## src/rtl/div_unit.sv

```systemverilog
// Restoring 32-bit divider (signed/unsigned), one quotient bit per cycle, result {rem, quo}.
// Optional DIV_UNIT_EARLY_OUT_EN: finish early when |dividend| < |divisor|.
module div_unit #(
  parameter int DW    = 32,
  parameter int CNT_W = 6
) (
  input  logic              clk,
  input  logic              rst,
  input  logic              start_i,
  input  logic              annul_i,
  input  logic              signed_div_i,
  input  logic [DW-1:0]     opdata1_i,
  input  logic [DW-1:0]     opdata2_i,
  output logic [2*DW-1:0]   result_o,
  output logic              ready_o
);

  typedef enum logic [1:0] {FREE, BY_ZERO, ON, END} state_t;

  state_t             state_q, state_d;
  logic [CNT_W-1:0]   cnt_q, cnt_d;
  logic [DW-1:0]      quo_q, quo_d;
  logic [DW-1:0]      rem_q, rem_d;
  logic [DW-1:0]      dvs_q, dvs_d;
  logic               neg_quo_q, neg_quo_d;
  logic               neg_rem_q, neg_rem_d;
  logic [2*DW-1:0]    result_d;
  logic               ready_d;

  logic               op1_neg, op2_neg;
  logic [DW-1:0]      op1_mag, op2_mag;
  logic [DW:0]        shift_rem, diff;
  logic               sub_ok;
  logic [DW-1:0]      rem_step, quo_step;

  assign op1_neg = signed_div_i & opdata1_i[DW-1];
  assign op2_neg = signed_div_i & opdata2_i[DW-1];
  assign op1_mag = op1_neg ? -opdata1_i : opdata1_i;
  assign op2_mag = op2_neg ? -opdata2_i : opdata2_i;

  // quo_q doubles as the dividend shift register; its MSB feeds the partial remainder
  assign shift_rem = {rem_q, quo_q[DW-1]};
  assign diff      = shift_rem - {1'b0, dvs_q};
  assign sub_ok    = shift_rem >= {1'b0, dvs_q};
  assign rem_step  = sub_ok ? diff[DW-1:0] : shift_rem[DW-1:0];
  assign quo_step  = {quo_q[DW-2:0], sub_ok};

  always_comb begin
    state_d   = state_q;
    cnt_d     = cnt_q;
    quo_d     = quo_q;
    rem_d     = rem_q;
    dvs_d     = dvs_q;
    neg_quo_d = neg_quo_q;
    neg_rem_d = neg_rem_q;
    result_d  = result_o;
    ready_d   = ready_o;
    case (state_q)
      FREE: begin
        result_d = '0;
        ready_d  = 1'b0;
        cnt_d    = '0;
        if (start_i && !annul_i) begin
          quo_d     = op1_mag;
          rem_d     = '0;
          dvs_d     = op2_mag;
          neg_quo_d = op1_neg ^ op2_neg;
          neg_rem_d = op1_neg;
          if (opdata2_i == '0) begin
            state_d = BY_ZERO;
            quo_d   = '0;
`ifdef DIV_UNIT_EARLY_OUT_EN
          end else if (op1_mag < op2_mag) begin
            // short path reuses BY_ZERO: {rem_q, quo_q} already holds the final answer
            state_d = BY_ZERO;
            quo_d   = '0;
            rem_d   = opdata1_i;
`endif
          end else begin
            state_d = ON;
          end
        end
      end
      BY_ZERO: begin
        if (annul_i) begin
          state_d = FREE;
        end else begin
          state_d  = END;
          result_d = {rem_q, quo_q};
          ready_d  = 1'b1;
        end
      end
      ON: begin
        if (annul_i) begin
          state_d  = FREE;
          result_d = '0;
          ready_d  = 1'b0;
        end else begin
          cnt_d = cnt_q + 1'b1;
          quo_d = quo_step;
          rem_d = rem_step;
          if (cnt_q == CNT_W'(DW - 1)) begin
            state_d  = END;
            result_d = {neg_rem_q ? -rem_step : rem_step,
                        neg_quo_q ? -quo_step : quo_step};
            ready_d  = 1'b1;
          end
        end
      end
      END: begin
        if (annul_i || !start_i) begin
          state_d  = FREE;
          result_d = '0;
          ready_d  = 1'b0;
        end
      end
      default: state_d = FREE;
    endcase
  end

  always_ff @(posedge clk) begin
    if (rst) begin
      state_q   <= FREE;
      cnt_q     <= '0;
      quo_q     <= '0;
      rem_q     <= '0;
      dvs_q     <= '0;
      neg_quo_q <= 1'b0;
      neg_rem_q <= 1'b0;
      result_o  <= '0;
      ready_o   <= 1'b0;
    end else begin
      state_q   <= state_d;
      cnt_q     <= cnt_d;
      quo_q     <= quo_d;
      rem_q     <= rem_d;
      dvs_q     <= dvs_d;
      neg_quo_q <= neg_quo_d;
      neg_rem_q <= neg_rem_d;
      result_o  <= result_d;
      ready_o   <= ready_d;
    end
  end

endmodule
```

## config.mk

```make
export PLATFORM = sky130hd
export DESIGN_NAME = div_unit
export DESIGN_NICKNAME = d
export VERILOG_FILES = /design/src/rtl/div_unit.sv
export SDC_FILE = /design/constraint.sdc
export NUM_CORES = 1
export LEC_CHECK = 0
export ABC_AREA = 1
export BUFFER_PORTS_ARGS = -buffer_cell sky130_fd_sc_hd__clkbuf_2
export CAP_MARGIN = 10
export CORE_MARGIN = 3
export CORE_UTILIZATION = 30
export DETAILED_ROUTE_END_ITERATION = 6
export GPL_ROUTABILITY_DRIVEN = 1
export SYNTH_ARGS = -nofsm -noshare
export SYNTH_HDL_FRONTEND = slang
export SYNTH_SLANG_ARGS = --single-unit
```

## constraint.sdc

```tcl
create_clock -name clk -period 8.4 [get_ports clk]
set_input_delay 0.42 -clock clk [delete_from_list [all_inputs] [get_ports clk]]
set_output_delay 0.42 -clock clk [all_outputs]
set_load 0.1 [all_outputs]
```

# Word-level counts from Yosys, hierarchy flattened

Index checks and enable logic that the tools add are counted.

Register bits after elaboration: 171
Bits in latches: 0
Memory bits (writable): 0
Bits in read-only memories: 0
Bits of input ports: 69
Output and inout port bits: 65
Word-level logic and storage cells: 71
Memories: 0

Add/subtract/negate cells: 6
$mul: 0
Div/mod/pow operators: 0
Magnitude comparators: 1
Equality and inequality tests: 9
Shifts and indexed selects: 0
Mux-type cells: 31
Bitwise logic cells: 3
Reductions and logical operators: 12

Operators by type and width:

| operator            | count |
|---|---|
| $mux 32             | 10 |
| $mux 64             | 4 |
| $pmux 64 s4         | 1 |
| $neg 32->32         | 4 |
| $pmux 32 s2         | 2 |
| $ge 33x32->1        | 1 |
| $logic_not 32->1    | 1 |
| $sub 32x32->32      | 1 |
| $mux 2              | 6 |
| $pmux 6 s2          | 1 |
| $reduce_and 3->1    | 3 |
| $ne 2x2->1 const B  | 4 |
| $pmux 2 s4          | 1 |
| $add 6x1->6 const B | 1 |
| $eq 6x5->1 const B  | 1 |
| $mux 6              | 1 |
| $eq 2x2->1 const B  | 2 |
| $mux 1              | 4 |
| $pmux 1 s4          | 1 |
| $reduce_and 2->1    | 2 |
| $ne 3x3->1 const B  | 1 |
| $and 1x1->1         | 2 |
| $eq 2x1->1 const B  | 1 |
| $logic_not 1->1     | 2 |
| other kinds (5)     | 5 |

# Depth between registers and ports, before layout

Depth in word-level cells: 7
Mapped depth: 29
Depth with buffers taken out: 28

# Least setup slack after synthesis

Ideal clock, no wire load.

Path type: register -> register
From: register rem_q[7]
To: register result_o[30]
Setup time: 0.132 ns
Arrival: 3.398 ns
Required time: 8.268 ns
Setup slack: 4.870 ns
Stages on the path, launching flop included: 27
Buffers on the path: 0
Period minus slack after synthesis: 3.530 ns
Path through: dfxtp_1 > ha_1 > nand2_2 > inv_2 > nand2_1 > nand2_1 > inv_2 > nand3_4 > nand2_4 > nand2_4 > a21oi_2 > ha_1 > nand3_1 > nor3_2 > nand3_1 > nor3_2 > nand2_1 > nor3_2 > nand2_1 > nor2_1 > nand2_1 > o21ai_1 > a21oi_1 > o21ai_0 > o21ai_1 > nand2_1 > a21oi_1

Longest elaborated chain between the ends: 6

Ends and longest elaborated chain:

| what                   | RTL line | source |
|---|---|---|
| start, declared        | 23       | `logic [DW-1:0] rem_q, rem_d;` |
| start signal, assigned | 136      | `rem_q <= rem_d;` |
| $ge 33x32->1           | 44       | `assign sub_ok = shift_rem >= {1'b0, dvs_q};` |
| $neg 32->32            | 105      | `neg_quo_q ? -quo_step : quo_step};` |
| $mux 32                | 105      |  |
| $mux 64                | 102      | `if (cnt_q == CNT_W'(DW - 1)) begin` |
| $mux 64                | 94       | `if (annul_i) begin` |
| $pmux 64 s4            | 58       | `case (state_q)` |
| end signal, assigned   | 140      | `result_o <= result_d;` |
| end, declared          | 14       | `output logic [2*DW-1:0] result_o,` |

No other way between the ends. The select of a mux whose other input is x is not followed.
A chain may end at the register's enable or synchronous reset.

# Worst setup path after layout

Ends and elaborated chain as after synthesis.

==> metrics.cfg <==
[global_route]
grt_pass1_wl_mm=78.1
overflow=0
antenna_found_initial=2
track_usage_pct=20.9
grt_pass1_vias=13365
grt_max_degree=90

[timing]
hold_viol_final=0
worst_pin_slew_ps=1250
rsz0062_at_grt=false
slew_violations=0
finClkSkew_ps=14.1
finalSetupTns_ps=0
maxSlewHeadroom_pct=16.3
fin_crit_sh_pct=53.3
fmax_mhz=224
min_period_ps=4470
finalSetupViolCount=0

[route]
drc_errors=0
drt_iter0_drc=1107
ant_nets=0
wirelength_mm=50.5
via_count=14783
detail_route.wl_per_cell_um=17.3
drt-pass1-iter-count=6
viasPerCell=5.06

[hold_path]
hp-start=opdata2_i[0]
min_to=dvs_q[0]
hold_path_depth=3
hp-class=in -> reg

[setup_path]
r2r-end=result_o[30]
cp-end-kind=flop
slowest_delay_ps=400
rr_startpoint=rem_q[7]
ff2ff_path_depth=27
crit_type=reg -> reg
cp.required_ps=8710
cp_common_cell=nand2_1
r2r_slack_ps=3930
crit_path_start_kind=flop
cp_data_arrival_time_ps=4790
cp_max_fo=9
cp_slowest_cell=ha_1

[synth]
synth_edf_count=0
netlist_instances=2248
yosysSeqAreaShare_pct=25.2
synth_cell_types=53
synth_nets=2359
ys.flop_type=dfxtp_1
synth_warnings=0
ys_seq_elements=171
avgSynthCellArea_um2=6.04
synth_area_leaders=dfxtp_1 (25%), nand2_1 (20%), a21oi_1 (8.2%)
syn_area_um2=13600
yosysTopAreaCellShare_pct=25.2
yosys.area.top_type=dfxtp_1
synthArstFlopShare_pct=0

[power]
clkPwrFrac_pct=17.2
power.switching_w=0.00273
power_frac_comb_pct=62.2
vdd_ir_drop_max_v=0.000245
p_int_w=0.00220
total_power_w=0.00493
seq_power_share_pct=20.7
powerDensity_nw_per_um2=323
leakage_nw=7.09
swShare_pct=55.4

[floorplanning]
die_w_um=219
die_y_um=219
coreArea_um2=44400
pin_count=134
row_count=77
initial_core_util_pct=30.6
dieArea_um2=47800

[final_layout]
n_fill_cell=4933
layout_commonest_cell=nand2_1
nNetsFinal=2430
diodes=0
area_delta_synth_final_pct=12.6
final_cell_mix=nand2_1 (711), inv_1 (266), a21oi_1 (222)
drive_gt1_share_pct=13.1

[clock_tree]
cts_setup_buffers=0
numCtsBuffers=17
cts_tree=built
clockBufferDepth=2
clkTransAtPathRegs_ps=70
clk_latency_ps=470
clock_sinks=171
htree_levels=4
cts_resized=0
cts-root-buf=clkbuf_16
cts_hold_buffers=0

[run]
max-cap-violations=0

[place]
gp_congestion=0.973
post-dp-hpwl_mm=39.1
port_buffers=133

[status]
status=completed

Yosys cell counts, types with 13 or more instances:
| cell | number |
|---|---|
| nand2_4 | 18 |
| inv_1 | 267 |
| nor3_1 | 33 |
| a221oi_1 | 28 |
| ha_1 | 41 |
| nand2_2 | 29 |
| a21oi_1 | 222 |
| clkbuf_1 | 71 |
| nand2_1 | 712 |
| xnor2_1 | 20 |
| nor2_1 | 162 |
| nor2_2 | 14 |
| dfxtp_1 | 171 |
| nand3b_1 | 13 |
| nand4_1 | 19 |
| o21ai_0 | 109 |
| o21ai_1 | 15 |
| nand3_1 | 121 |
| xor2_1 | 35 |
sequential cells by signal, summed over array words and instances (netlist names):
register / flops
cnt_q: 6
dvs_q: 32
neg_quo_q: 1
neg_rem_q: 1
quo_q: 32
ready_o: 1
rem_q: 32
result_o: 64
state_q: 2
layout make-up:
type / count / area [um^2] / share of cell area (%)
Clock buffer: 17 / 425 / 2.78
Clock inverter: 15 / 174 / 1.14
Inverter: 281 / 1050 / 6.90
Multi-Input combinational cell: 1701 / 8670 / 56.7
Sequential cell: 171 / 3420 / 22.4
Tap cell: 592 / 741 / 4.85
Timing Repair Buffer: 147 / 793 / 5.19
worst max-delay path, delay by kind of cell (launching register included):
family / cells / cell delay, ps
and+or+nand+nor: 16 / 2350
adders and majority gates: 2 / 610
DFF: 1 / 360
buffers and inverters: 3 / 360
AOI/OAI and AO/OA: 6 / 630
cells by family (layout without fill, tap and decap cells):
kind of cell    Yosys count  count (layout)  synth area share [%]
compound gates          425             425                  17.4
xor+xnor                 55              55                  3.55
simple gates           1179            1179                  38.8
buf+inv                 376             460                  11.0
flops                   171             171                  25.2
fa+ha+maj                42              42                  3.93
routing by layer:
layer  share of wire (%)  up-vias  GRT usage, %
li1                    -     7389             -
met1                  48     6903          30.2
met2                  43      434          31.3
met3                 6.5       55          4.17
met4                 1.9        2          5.60
met5               0.026        -             0
through the flow:
| stage | instances | setup WS (ps) | hold slack (ps) | area (um^2) | util, % |
|---|---|---|---|---|---|
| final | 2924 | 3930 | 229 | 15300 | 34.4 |
| after global routing | 2924 | 3490 | 244 | 15300 | 34.4 |
| after CTS | 2923 | 3960 | 214 | 15300 | 34.4 |
| after detailed placement | 2891 | 3990 | 456 | 14700 | 33.0 |
| after global placement | 2891 | 3930 | 456 | 14700 | 33.0 |
| after floorplan | 2248 | 4870 | 431 | 13600 | - |
power groups by stage:
| stage | clock (W) | sequential [W] | combinational, W |
|---|---|---|---|
| floorplan | 0 | 0.00109 | 0.00219 |
| global placement | 0 | 0.00103 | 0.00300 |
| detailed placement | 0 | 0.00104 | 0.00301 |
| CTS | 0.000860 | 0.00102 | 0.00302 |
| global route | 0.000891 | 0.00103 | 0.00341 |
| finish | 0.000846 | 0.00102 | 0.00306 |
how the worst max path moves through the flow:
stage	depth (start not counted)	slack, ps	to	start
after floorplan	26	4870	result_o[30]	rem_q[7]
final	27	3930	result_o[30]	rem_q[7]
after global placement	27	3930	result_o[30]	rem_q[7]
after CTS	27	3960	result_o[30]	rem_q[7]
after global routing	28	3490	result_o[30]	dvs_q[12]
after detailed placement	27	3990	result_o[30]	rem_q[7]
Power figures use the tool's default switching activity.
